File: src/rtl/param_demux_router.sv
// param_demux_router: registered 1-to-N_CH demultiplexer with valid/ready
// handshakes on the input and on every output lane. Supports explicit select
// and round-robin modes. Beats whose select is out of range are dropped.
// Optional build macro PARAM_DEMUX_CNT_EN adds saturating per-channel beat
// counters and a drop counter.
module param_demux_router #(
    parameter int DATA_W = 8,
    parameter int N_CH   = 8,
    localparam int SEL_W = $clog2(N_CH)
) (
    input  logic                     clk,
    input  logic                     rst_n,
    input  logic                     mode,
    input  logic                     in_valid,
    output logic                     in_ready,
    input  logic [DATA_W-1:0]        in_data,
    input  logic [SEL_W-1:0]         in_sel,
    output logic [N_CH-1:0]          out_valid,
    input  logic [N_CH-1:0]          out_ready,
    output logic [N_CH*DATA_W-1:0]   out_data,
    output logic                     drop_pulse,
    output logic [SEL_W-1:0]         rr_ptr
`ifdef PARAM_DEMUX_CNT_EN
    ,
    input  logic [SEL_W-1:0]         cnt_sel,
    output logic [15:0]              cnt_out,
    output logic [15:0]              drop_cnt
`endif
);

    // N_CH is widened by one bit so the range compare also works for N_CH == 2**SEL_W.
    localparam logic [SEL_W:0]   N_CH_L = (SEL_W+1)'(N_CH);
    localparam logic [SEL_W-1:0] LAST_L = SEL_W'(N_CH - 1);

    logic                    hold_v_r;
    logic [SEL_W-1:0]        hold_sel_r;
    logic [DATA_W-1:0]       hold_data_r;
    logic [SEL_W-1:0]        rr_ptr_r;
    logic                    drop_r;

    logic                    sel_ready_s;
    logic                    drain_s;
    logic                    accept_s;
    logic [SEL_W-1:0]        eff_s;
    logic                    in_range_s;
    logic [N_CH-1:0]         lane_hit_s;
    logic [N_CH*DATA_W-1:0]  lane_data_s;

    // Ready of the lane currently addressed by the holding register; other lanes are ignored.
    always_comb begin
        sel_ready_s = 1'b0;
        for (int k = 0; k < N_CH; k++) begin
            sel_ready_s = sel_ready_s | ((hold_sel_r == SEL_W'(k)) & out_ready[k]);
        end
    end

    // Handshake and effective select; the mode input only matters on an accepted beat.
    always_comb begin
        drain_s    = hold_v_r & sel_ready_s;
        in_ready   = ~hold_v_r | sel_ready_s;
        accept_s   = in_valid & in_ready;
        eff_s      = mode ? rr_ptr_r : in_sel;
        in_range_s = ({1'b0, eff_s} < N_CH_L);
    end

    // Decode the holding register onto its lane; all other lanes stay zero.
    always_comb begin
        lane_hit_s  = {N_CH{1'b0}};
        lane_data_s = {(N_CH*DATA_W){1'b0}};
        for (int k = 0; k < N_CH; k++) begin
            lane_hit_s[k] = hold_v_r & (hold_sel_r == SEL_W'(k));
            lane_data_s[k*DATA_W +: DATA_W] = lane_hit_s[k] ? hold_data_r : {DATA_W{1'b0}};
        end
    end

    assign out_valid  = lane_hit_s;
    assign out_data   = lane_data_s;
    assign drop_pulse = drop_r;
    assign rr_ptr     = rr_ptr_r;

    // Holding register, drop flag and round-robin pointer.
    always_ff @(posedge clk or negedge rst_n) begin
        if (!rst_n) begin
            hold_v_r    <= 1'b0;
            hold_sel_r  <= {SEL_W{1'b0}};
            hold_data_r <= {DATA_W{1'b0}};
            rr_ptr_r    <= {SEL_W{1'b0}};
            drop_r      <= 1'b0;
        end else begin
            drop_r <= accept_s & ~in_range_s;
            // A dropped beat only gets accepted when the register is empty or draining.
            if (accept_s && in_range_s) begin
                hold_v_r    <= 1'b1;
                hold_sel_r  <= eff_s;
                hold_data_r <= in_data;
            end else if (drain_s) begin
                hold_v_r <= 1'b0;
            end else begin
                hold_v_r <= hold_v_r;
            end
            // Wrap at N_CH-1 so non-power-of-2 channel counts never point out of range.
            if (accept_s && mode) begin
                rr_ptr_r <= (rr_ptr_r == LAST_L) ? {SEL_W{1'b0}} : rr_ptr_r + SEL_W'(1);
            end else begin
                rr_ptr_r <= rr_ptr_r;
            end
        end
    end

`ifdef PARAM_DEMUX_CNT_EN
    logic [15:0] cnt_r [N_CH];
    logic [15:0] drop_cnt_r;
    logic [15:0] cnt_out_s;

    // Saturating per-channel drain counters and drop counter.
    always_ff @(posedge clk or negedge rst_n) begin
        if (!rst_n) begin
            for (int k = 0; k < N_CH; k++) begin
                cnt_r[k] <= 16'h0000;
            end
            drop_cnt_r <= 16'h0000;
        end else begin
            for (int k = 0; k < N_CH; k++) begin
                if (drain_s && (hold_sel_r == SEL_W'(k)) && (cnt_r[k] != 16'hFFFF)) begin
                    cnt_r[k] <= cnt_r[k] + 16'd1;
                end else begin
                    cnt_r[k] <= cnt_r[k];
                end
            end
            if (drop_r && (drop_cnt_r != 16'hFFFF)) begin
                drop_cnt_r <= drop_cnt_r + 16'd1;
            end else begin
                drop_cnt_r <= drop_cnt_r;
            end
        end
    end

    // Counter readback; a select beyond the last channel reads as zero.
    always_comb begin
        cnt_out_s = 16'h0000;
        for (int k = 0; k < N_CH; k++) begin
            cnt_out_s = cnt_out_s | ((cnt_sel == SEL_W'(k)) ? cnt_r[k] : 16'h0000);
        end
    end

    assign cnt_out  = cnt_out_s;
    assign drop_cnt = drop_cnt_r;
`endif

endmodule

File: config.mk
export PLATFORM = sky130hd
export DESIGN_NAME = param_demux_router
export DESIGN_NICKNAME = d
export VERILOG_FILES = /design/src/rtl/param_demux_router.sv
export SDC_FILE = /design/constraint.sdc
export NUM_CORES = 1
export LEC_CHECK = 0
export ABC_AREA = 0
export BUFFER_PORTS_ARGS = -buffer_cell sky130_fd_sc_hd__clkbuf_2
export CORE_ASPECT_RATIO = 1.5
export CORE_MARGIN = 2
export CORE_UTILIZATION = 43
export CTS_BUF_LIST = sky130_fd_sc_hd__clkbuf_2
export DETAILED_ROUTE_END_ITERATION = 8
export HOLD_SLACK_MARGIN = 0.12
export PLACE_DENSITY = 0.87
export SLEW_MARGIN = 0
export SYNTH_ARGS = -nofsm -noshare
export SYNTH_HDL_FRONTEND = slang
export SYNTH_SLANG_ARGS = --single-unit
File: constraint.sdc
create_clock -name clk -period 2.9 [get_ports clk]
set_input_delay 0.145 -clock clk [delete_from_list [all_inputs] [get_ports clk]]
set_output_delay 0.145 -clock clk [all_outputs]
set_load 0.05 [all_outputs]
==> results of run 1 <==
[tightest hold or removal path, cell delays in order]
cell and delay, ns:
clkbuf_2 0.08, o211ai_1 0.09, o2bb2ai_1 0.13
[stage by stage]
stage                     worst slack (ns)  util (%)  std cells
after CTS                            0.589      68.6        276
after global placement               0.967      64.5        263
after detailed placement             0.909      64.5        263
after floorplan                      0.242         -        130
final                                0.651      69.0        277
after global routing                 0.431      69.0        277
[repair_timing]
action	CTS	global route
hold buffers	9	1
resized for setup	0	0
endpoints found under the hold margin	23	1
[cell families after synthesis]
logic type | Yosys count
mux | 18
flops | 15
other cells | 1
simple gates | 86
buf+inv | 3
compound gates | 5
fa+ha+maj | 2
[synth_stat cells]
master     number
and2_1         64
dfrtp_1        15
mux2_2         15
nor2_1          8
nand2b_1        5
nand2_1         4
buf_4           2
ha_1            2
mux2i_1         2
nor3_1          2
buf_2           1
conb_1          1
mux4_2          1
nor2b_4         1
o211a_1         1
o211ai_1        1
o21ai_4         1
o221ai_1        1
o2bb2ai_1       1
or2_2           1
or2b_1          1
[path summary, 6_finish.rpt]
path,startpoint,endpoint,slack [ns]
max in group asynchronous,rst_n,hold_sel_r[1],2.33
min in group asynchronous,rst_n,hold_data_r[2],0.29
hold / removal,in_sel[1],hold_sel_r[1],0.19
setup / recovery,hold_sel_r[1],out_data[2],0.65
hold reg to reg,rr_ptr[1],rr_ptr[1],0.59
setup reg to reg,hold_sel_r[0],hold_data_r[0],0.86
[cell type report]
type	instances	area (sq um)	share of cell area (%)
multi-input cells	112	806	43.7
repair buffers	109	598	32.4
flip-flops and latches	15	375	20.3
well taps	37	46.3	2.51
clock buffers	4	20.0	1.08
[sequential cells by signal, summed over array words and instances, names as in the netlist]
register / count
rr_ptr: 3
hold_data_r: 8
hold_sel_r: 3
hold_v_r: 1
[routing by layer]
| metal | vias up | routed length [microns] |
|---|---|---|
| met4 | 0 | 62 |
| met2 | 49 | 1960 |
| li1 | 643 | - |
| met5 | - | 0 |
| met3 | 6 | 128 |
| met1 | 589 | 1390 |
==> results.sh, run 1 <==
export IMPL_status="complete, no violations"
export IMPL_fillers=222
export IMPL_use_met1_pct=27.0
export IMPL_post_dp_cell_area_sq_um=1730
export IMPL_path_clk_slew_ns=0.13
export IMPL_tightestPinTransition_ns=0.793
export IMPL_initial_core_util_pct=44.9
export IMPL_arrival_ns=2.10
export IMPL_fmax_mhz=445
export IMPL_cts_buffers=3
export IMPL_synth_area_leaders="and2_1 (33%), dfrtp_1 (31%), mux2_2 (14%)"
export IMPL_die_height_microns=68.7
export IMPL_ys_ff_latch=15
export IMPL_synth_fa_ha_area_share_pct=2.08
export IMPL_ys_types=21
export IMPL_core_area_sq_um=2680
export IMPL_mostFrequentLayoutCell="clkbuf_2"
export IMPL_grt_pass1_wl_microns=5200
export IMPL_slew_violations=0
export IMPL_synth_largest_area_cell="and2_1"
export IMPL_h_tree_depth=1
export IMPL_io_buffers=98
export IMPL_nets=266
export IMPL_ys_seq_area_share_pct=31.3
export IMPL_synth_top_family_by_area="simple AND/OR/NAND/NOR gates"
export IMPL_antenna_found_initial=0
export IMPL_clk_latency_ns=0.28
export IMPL_drt_initial_drc_count=21
export IMPL_synth_nets=155
export IMPL_clockRootBuffer="clkbuf_2"
export IMPL_critPathSlowestCell="nor3_1"
export IMPL_route_detailed_drc=0
export IMPL_vias_per_cell=4.65
export IMPL_post_route_period_util_pct=77.6
export IMPL_clockBufferDepth=2
export IMPL_crit_fanout=9
export IMPL_postRouteAntennaNets=0
export IMPL_cp_required_ns=2.76
export IMPL_synth_xor_area_share_pct=0
export IMPL_diodes=0
export IMPL_cts_setup_buffers=0
export IMPL_yosys_area_share_simple_pct=42.8
export IMPL_fin_tns_setup_ns=0
export IMPL_synth_mux_area_share_pct=17.6
export IMPL_dieArea_sq_um=3240
export IMPL_hpwlAfterDp_microns=2740
export IMPL_gp_congestion=0.812
export IMPL_max_cap_violations=0
export IMPL_post_drt_wl_per_cell_microns=12.8
export IMPL_crit_path_end_kind="primary output"
export IMPL_min_path_cells=3
export IMPL_slowest_delay_ns=0.63
export IMPL_grt_max_degree=16
export IMPL_synth_cells=130
export IMPL_grt_usage_pct=22.3
export IMPL_wl_microns=3540
export IMPL_crit_family="simple AND/OR/NAND/NOR gates"
export IMPL_first_global_vias=1114
export IMPL_crit_path_start_kind="register"
export IMPL_min_path_type="in -> reg"
export IMPL_layout_area_overhead_vs_synth_pct=53.6
export IMPL_vias=1287
export IMPL_cts_tree="built"
export IMPL_timing_hold_ws_ns=0.191
export IMPL_ys_warn_count=0
export IMPL_met3_usage_pct=1.82
export IMPL_rows=23
export IMPL_num_io_pins=100
export IMPL_final_setup_viol_count=0
export IMPL_clock_sinks=15
export IMPL_gr_usage_met2_pct=38.7
export IMPL_hold_viol_final=0
export IMPL_gr_total_overflow=0
export IMPL_crit_buf_inv=1
export IMPL_critPathKind="reg -> out"
export IMPL_synth_compound_area_share_pct=4.27
export IMPL_path_cells="nand2b_1 > nor3_1 > and2_1 > clkbuf_2"
export IMPL_path_depth=4
export IMPL_skew_ns=0.0105
export IMPL_layout_common_cells="clkbuf_2 (102), and2_1 (64), mux2_2 (15), dfrtp_1 (15), dlygate4sd3_1 (10)"
export IMPL_rsz0062_at_grt="no"
export IMPL_dr_pass1_iters=4
export IMPL_drive_gt1_share_pct=50.8
export IMPL_slew_headroom_pct=46.8
export IMPL_finalInstanceArea_sq_um=1850
export IMPL_rr_worst_depth=4
export IMPL_syn_area_per_cell_sq_um=9.24
export IMPL_die_width_microns=47.2
export IMPL_period_minus_slack_ns=2.25
export IMPL_synth_top_cell_area_share_pct=33.3
export IMPL_busiest_layer="met2"
export IMPL_synth_area_sq_um=1200
Power of run 1 is not shown: default switching activity piles up to over one toggle a cycle in this logic, so the estimate is an artifact.
==> run 2: changes to the inputs <==
--- a/config.mk
+++ b/config.mk
@@ -9,11 +9,11 @@
 export BUFFER_PORTS_ARGS = -buffer_cell sky130_fd_sc_hd__clkbuf_2
 export CORE_ASPECT_RATIO = 1.5
 export CORE_MARGIN = 2
-export CORE_UTILIZATION = 43
+export CORE_UTILIZATION = 40
 export CTS_BUF_LIST = sky130_fd_sc_hd__clkbuf_2
 export DETAILED_ROUTE_END_ITERATION = 8
 export HOLD_SLACK_MARGIN = 0.12
-export PLACE_DENSITY = 0.87
+export PLACE_DENSITY = 0.82
 export SLEW_MARGIN = 0
 export SYNTH_ARGS = -nofsm -noshare
 export SYNTH_HDL_FRONTEND = slang
==> constraint.sdc (replaced) <==
create_clock -name clk -period 2.1 [get_ports clk]
set_input_delay 0.105 -clock clk [delete_from_list [all_inputs] [get_ports clk]]
set_output_delay 0.105 -clock clk [all_outputs]
set_load 0.05 [all_outputs]
==> results.sh, run 2 (synthesized netlist as in run 1, its figures left out) <==
export IMPL_status="complete, no violations"
export IMPL_rows=24
export IMPL_num_io_pins=100
export IMPL_gr_total_overflow=0
export IMPL_crit_path_end_kind="primary output"
export IMPL_drt_initial_drc_count=13
export IMPL_grt_pass1_wl_microns=5880
export IMPL_clock_sinks=15
export IMPL_clk_latency_ns=0.29
export IMPL_wl_microns=3700
export IMPL_arrival_ns=1.90
export IMPL_clockBufferDepth=2
export IMPL_dr_pass1_iters=4
export IMPL_mostFrequentLayoutCell="clkbuf_2"
export IMPL_first_global_vias=1241
export IMPL_diodes=0
export IMPL_crit_fanout=3
export IMPL_gp_congestion=0.746
export IMPL_die_width_microns=48.7
export IMPL_postRouteAntennaNets=0
export IMPL_dieArea_sq_um=3470
export IMPL_drive_gt1_share_pct=54.3
export IMPL_skew_ns=0.00129
export IMPL_vias_per_cell=4.62
export IMPL_max_cap_violations=0
export IMPL_vias=1303
export IMPL_hold_viol_final=0
export IMPL_layout_area_overhead_vs_synth_pct=58.3
export IMPL_timing_hold_ws_ns=0.137
export IMPL_antenna_found_initial=0
export IMPL_final_setup_viol_count=0
export IMPL_largest_reg_flops=8
export IMPL_post_drt_wl_per_cell_microns=13.1
export IMPL_h_tree_depth=1
export IMPL_core_area_sq_um=2880
export IMPL_slew_violations=0
export IMPL_critPathKind="reg -> out"
export IMPL_io_buffers=98
export IMPL_cp_required_ns=2.00
export IMPL_min_path_type="in -> reg"
export IMPL_initial_core_util_pct=41.7
export IMPL_nets=269
export IMPL_period_minus_slack_ns=2.00
export IMPL_regMostFlops="hold_data_r"
export IMPL_cts_buffers=3
export IMPL_dp_slack_ns=0.187
export IMPL_grt_usage_pct=21.8
export IMPL_fin_ws_ns=0.0964
export IMPL_clockRootBuffer="clkbuf_2"
export IMPL_route_detailed_drc=0
export IMPL_fmax_mhz=499
export IMPL_hpwlAfterDp_microns=2870
export IMPL_grt_max_degree=16
export IMPL_path_clk_slew_ns=0.15
export IMPL_rsz0062_at_grt="yes"
export IMPL_post_route_period_util_pct=95.4
export IMPL_crit_path_start_kind="register"
export IMPL_layout_common_cells="clkbuf_2 (100), and2_1 (64), mux2_2 (15)"
export IMPL_cts_tree="built"
export IMPL_fillers=254
export IMPL_die_height_microns=71.1
## run 2: metrics by stage
stage	util, %	instances	instance area [sq um]	TNS (ns)
2_1_floorplan	-	130	1210	-1.86
3_3_place_gp	61.2	268	1760	0
3_5_place_dp	61.2	268	1760	0
4_1_cts	65.5	282	1890	0
5_1_grt	66.0	282	1900	-0.0150
6_report	66.0	282	1900	0
## run 2: per-layer routing
metal  global-route usage [%]  vias to the layer above  wire length, microns
met5                        0                        -                     0
met1                     24.3                      601                  1380
met4                     9.21                        0                    70
met2                     41.6                       44                  2090
met3                     1.69                        6                   153
li1                         -                      652                     -
## run 2: worst paths after layout
| check | start | to | slack (ns) | cells after the start |
|---|---|---|---|---|
| max | hold_sel_r[0] | in_ready | 0.1 | 4 |
| min | in_sel[1] | hold_sel_r[1] | 0.14 | 3 |
| max reg2reg | hold_sel_r[0] | hold_data_r[4] | 0.24 | 4 |
| min reg2reg | rr_ptr[1] | rr_ptr[1] | 0.58 | 1 |
| max in group asynchronous | rst_n | hold_sel_r[2] | 1.57 | 2 |
| min in group asynchronous | rst_n | hold_data_r[5] | 0.24 | 2 |
## run 2: cell type report
type,count,area [sq um],area share [%]
repair buffers,112,621,32.6
multi-input cells,112,836,43.9
flip-flops and latches,15,377,19.8
well taps,39,48.8,2.57
clock inverters,1,5.00,0.263
clock buffers,3,15.0,0.789
## run 2: what timing repair did
action | in CTS | in global routing
endpoints found under the hold margin | 24 | 0
buffers inserted | 0 | 0
resized for setup | 2 | 4
hold buffers | 10 | 0
setup endpoints to repair | 2 | 18
## run 2: worst max-delay path: stages, from the launching register on
cell and delay, ns:
dfrtp_1 0.41, mux4_2 0.53, nor2b_4 0.16, or2_2 0.30, buf_2 0.22
Power of run 2 is left out for the same reason.
==> run 3: changes to the inputs <==
--- a/config.mk
+++ b/config.mk
@@ -9,11 +9,12 @@
 export BUFFER_PORTS_ARGS = -buffer_cell sky130_fd_sc_hd__clkbuf_2
 export CORE_ASPECT_RATIO = 1.5
 export CORE_MARGIN = 2
-export CORE_UTILIZATION = 40
+export CORE_UTILIZATION = 36
 export CTS_BUF_LIST = sky130_fd_sc_hd__clkbuf_2
 export DETAILED_ROUTE_END_ITERATION = 8
 export HOLD_SLACK_MARGIN = 0.12
-export PLACE_DENSITY = 0.82
+export PLACE_DENSITY = 0.78
+export SETUP_SLACK_MARGIN = 0.1
 export SLEW_MARGIN = 0
 export SYNTH_ARGS = -nofsm -noshare
 export SYNTH_HDL_FRONTEND = slang
==> constraint.sdc (replaced) <==
create_clock -name clk -period 1.8 [get_ports clk]
set_input_delay 0.09 -clock clk [delete_from_list [all_inputs] [get_ports clk]]
set_output_delay 0.09 -clock clk [all_outputs]
set_load 0.05 [all_outputs]
==> results.sh, run 3 (synthesized netlist as in run 1, its figures left out) <==
export IMPL_max_cap_violations=0
export IMPL_post_drt_wl_per_cell_microns=25.4
export IMPL_worstSetupStartpoint="hold_sel_r[0]"
export IMPL_violations="setup timing"
export IMPL_clockBufferDepth=2
export IMPL_layout_common_cells="buf_8 (38), and2_4 (35), clkbuf_2 (29)"
export IMPL_rr_worst_depth=5
export IMPL_ir_drop_v=0.00179
export IMPL_fmax_mhz=523
export IMPL_status="finished, violations left"
export IMPL_regMostFlops="hold_data_r"
export IMPL_dr_pass1_iters=4
export IMPL_cp_required_ns=1.71
export IMPL_fin_util_pct=94.1
export IMPL_clock_sinks=15
export IMPL_clockRootBuffer="clkbuf_2"
export IMPL_r2r_end="rr_ptr[2]"
export IMPL_drt_initial_drc_count=56
export IMPL_post_dp_cell_area_sq_um=1870
export IMPL_path_cells="buf_4 > or2b_4 > nor2_4 > and2_2 > clkbuf_8"
export IMPL_wl_microns=7660
export IMPL_rows=25
export IMPL_slew_violations=0
export IMPL_critPathKind="reg -> out"
export IMPL_cp_endpoint="out_data[11]"
export IMPL_period_minus_slack_ns=1.91
export IMPL_drive_gt1_share_pct=82.4
export IMPL_dieArea_sq_um=3820
export IMPL_hpwlAfterDp_microns=3200
export IMPL_ff2ff_setup_slack_ns=-0.09
export IMPL_gp_congestion=0.769
export IMPL_final_setup_viol_count=31
export IMPL_route_detailed_drc=0
export IMPL_initial_core_util_pct=38.0
export IMPL_arrival_ns=1.82
export IMPL_finalInstanceArea_sq_um=2970
export IMPL_largest_reg_flops=8
export IMPL_core_area_sq_um=3160
export IMPL_vias=1713
export IMPL_path_clk_slew_ns=0.14
export IMPL_hold_viol_final=0
export IMPL_h_tree_depth=1
export IMPL_io_buffers=98
export IMPL_die_height_microns=74.7
export IMPL_dp_slack_ns=-0.0414
export IMPL_vias_per_cell=5.67
export IMPL_skew_ns=0.00564
export IMPL_crit_path_start_kind="register"
export IMPL_diodes=0
export IMPL_grt_pass1_wl_microns=9630
export IMPL_layout_area_overhead_vs_synth_pct=147
export IMPL_die_width_microns=51.2
export IMPL_first_global_vias=1678
export IMPL_min_path_type="in -> reg"
export IMPL_critPathSlowestCell="dfrtp_1"
export IMPL_num_io_pins=100
export IMPL_slowest_delay_ns=0.42
export IMPL_rsz0062_at_grt="yes"
export IMPL_grt_usage_pct=34.7
export IMPL_fin_ws_ns=-0.114
export IMPL_r2r_start="hold_sel_r[0]"
export IMPL_cts_buffers=3
export IMPL_leakagePower_nw=1.44
export IMPL_cts_tree="built"
export IMPL_grt_max_degree=16
export IMPL_crit_fanout=8
export IMPL_postRouteAntennaNets=0
export IMPL_nets=288
export IMPL_crit_path_end_kind="primary output"
export IMPL_clk_latency_ns=0.27
export IMPL_power_density_nw_per_um2=2080
export IMPL_mostFrequentLayoutCell="buf_8"
export IMPL_gr_total_overflow=0
export IMPL_post_route_period_util_pct=106
export IMPL_antenna_found_initial=0
==> run 3: changes by cell type in the layout (fill, tap and decap cells not counted), moves of 10 or more <==
cell,delta
buf_8,+38
mux2_2,-10
clkbuf_4,+11
nor2_4,+12
clkbuf_8,+21
clkbuf_2,-71
and2_4,+35
and2_1,-56
and2_2,+21
mux2_4,+10
==> run 3: cell type report <==
| type | instances | area (sq um) |
|---|---|---|
| sequential | 15 | 378 |
| multi-input combinational | 118 | 1140 |
| tap | 40 | 50.0 |
| fill | 83 | 188 |
| clock buffer | 4 | 20.0 |
| timing repair buffer | 125 | 1390 |
==> run 3: power by group <==
part           leakage (nW)  internal (mW)  total, mW  switching (mW)
sequential            0.173          0.511      0.893           0.382
combinational          1.25           2.16       5.14            2.98
clock                0.0166         0.0590      0.160           0.101
total                  1.44           2.73       6.19            3.46
==> run 3: metrics by stage <==
stage | TNS, ns | hold WS (ns) | power [mW] | instances
finish | -1.80 | 0.197 | 6.19 | 302
global route | -3.25 | 0.200 | 6.32 | 302
CTS | -0.0738 | 0.121 | 5.22 | 294
detailed placement | -0.331 | 0.0309 | 4.06 | 268
global placement | -0.0803 | 0.0251 | 4.01 | 268
floorplan | -0.837 | -0.206 | 3.32 | 130
==> run 3: how the worst min path moves through the flow <==
stage                          from             end  slack [ns]  cells after the start
after floorplan               rst_n  hold_data_r[0]       -0.21                      0
after global placement        rst_n  hold_data_r[6]        0.03                      1
after detailed placement      rst_n  hold_data_r[4]        0.03                      1
after CTS                 in_sel[1]   hold_sel_r[1]        0.12                      3
after global routing      in_sel[2]   hold_sel_r[2]        0.20                      3
final                     in_sel[2]   hold_sel_r[2]        0.20                      3
==> run 3: metal layers <==
| layer | vias to the layer above | part of all wire, % | global-route usage [%] |
|---|---|---|---|
| li1 | 700 | - | - |
| met1 | 846 | 37 | 38.4 |
| met2 | 136 | 51 | 62.9 |
| met3 | 31 | 7.6 | 4.56 |
| met4 | 0 | 4.3 | 20.4 |
| met5 | - | 0 | 0 |
==> run 3: worst max-delay path, delay by kind of cell, from the launching register on <==
family	cells	cell delay [ns]
AND/OR/NAND/NOR	3	0.74
buffers and inverters	2	0.38
flip-flops	1	0.42
==> run 3: repair_timing <==
action,4_1_cts,5_1_grt
pin swaps,6,7
hold endpoints to repair,24,0
gates resized for setup,138,114
cloned,5,1
hold buffers,10,0
endpoints found under the setup margin,86,85
setup buffers,7,7
Note: power is estimated with default switching activity, not from simulation.
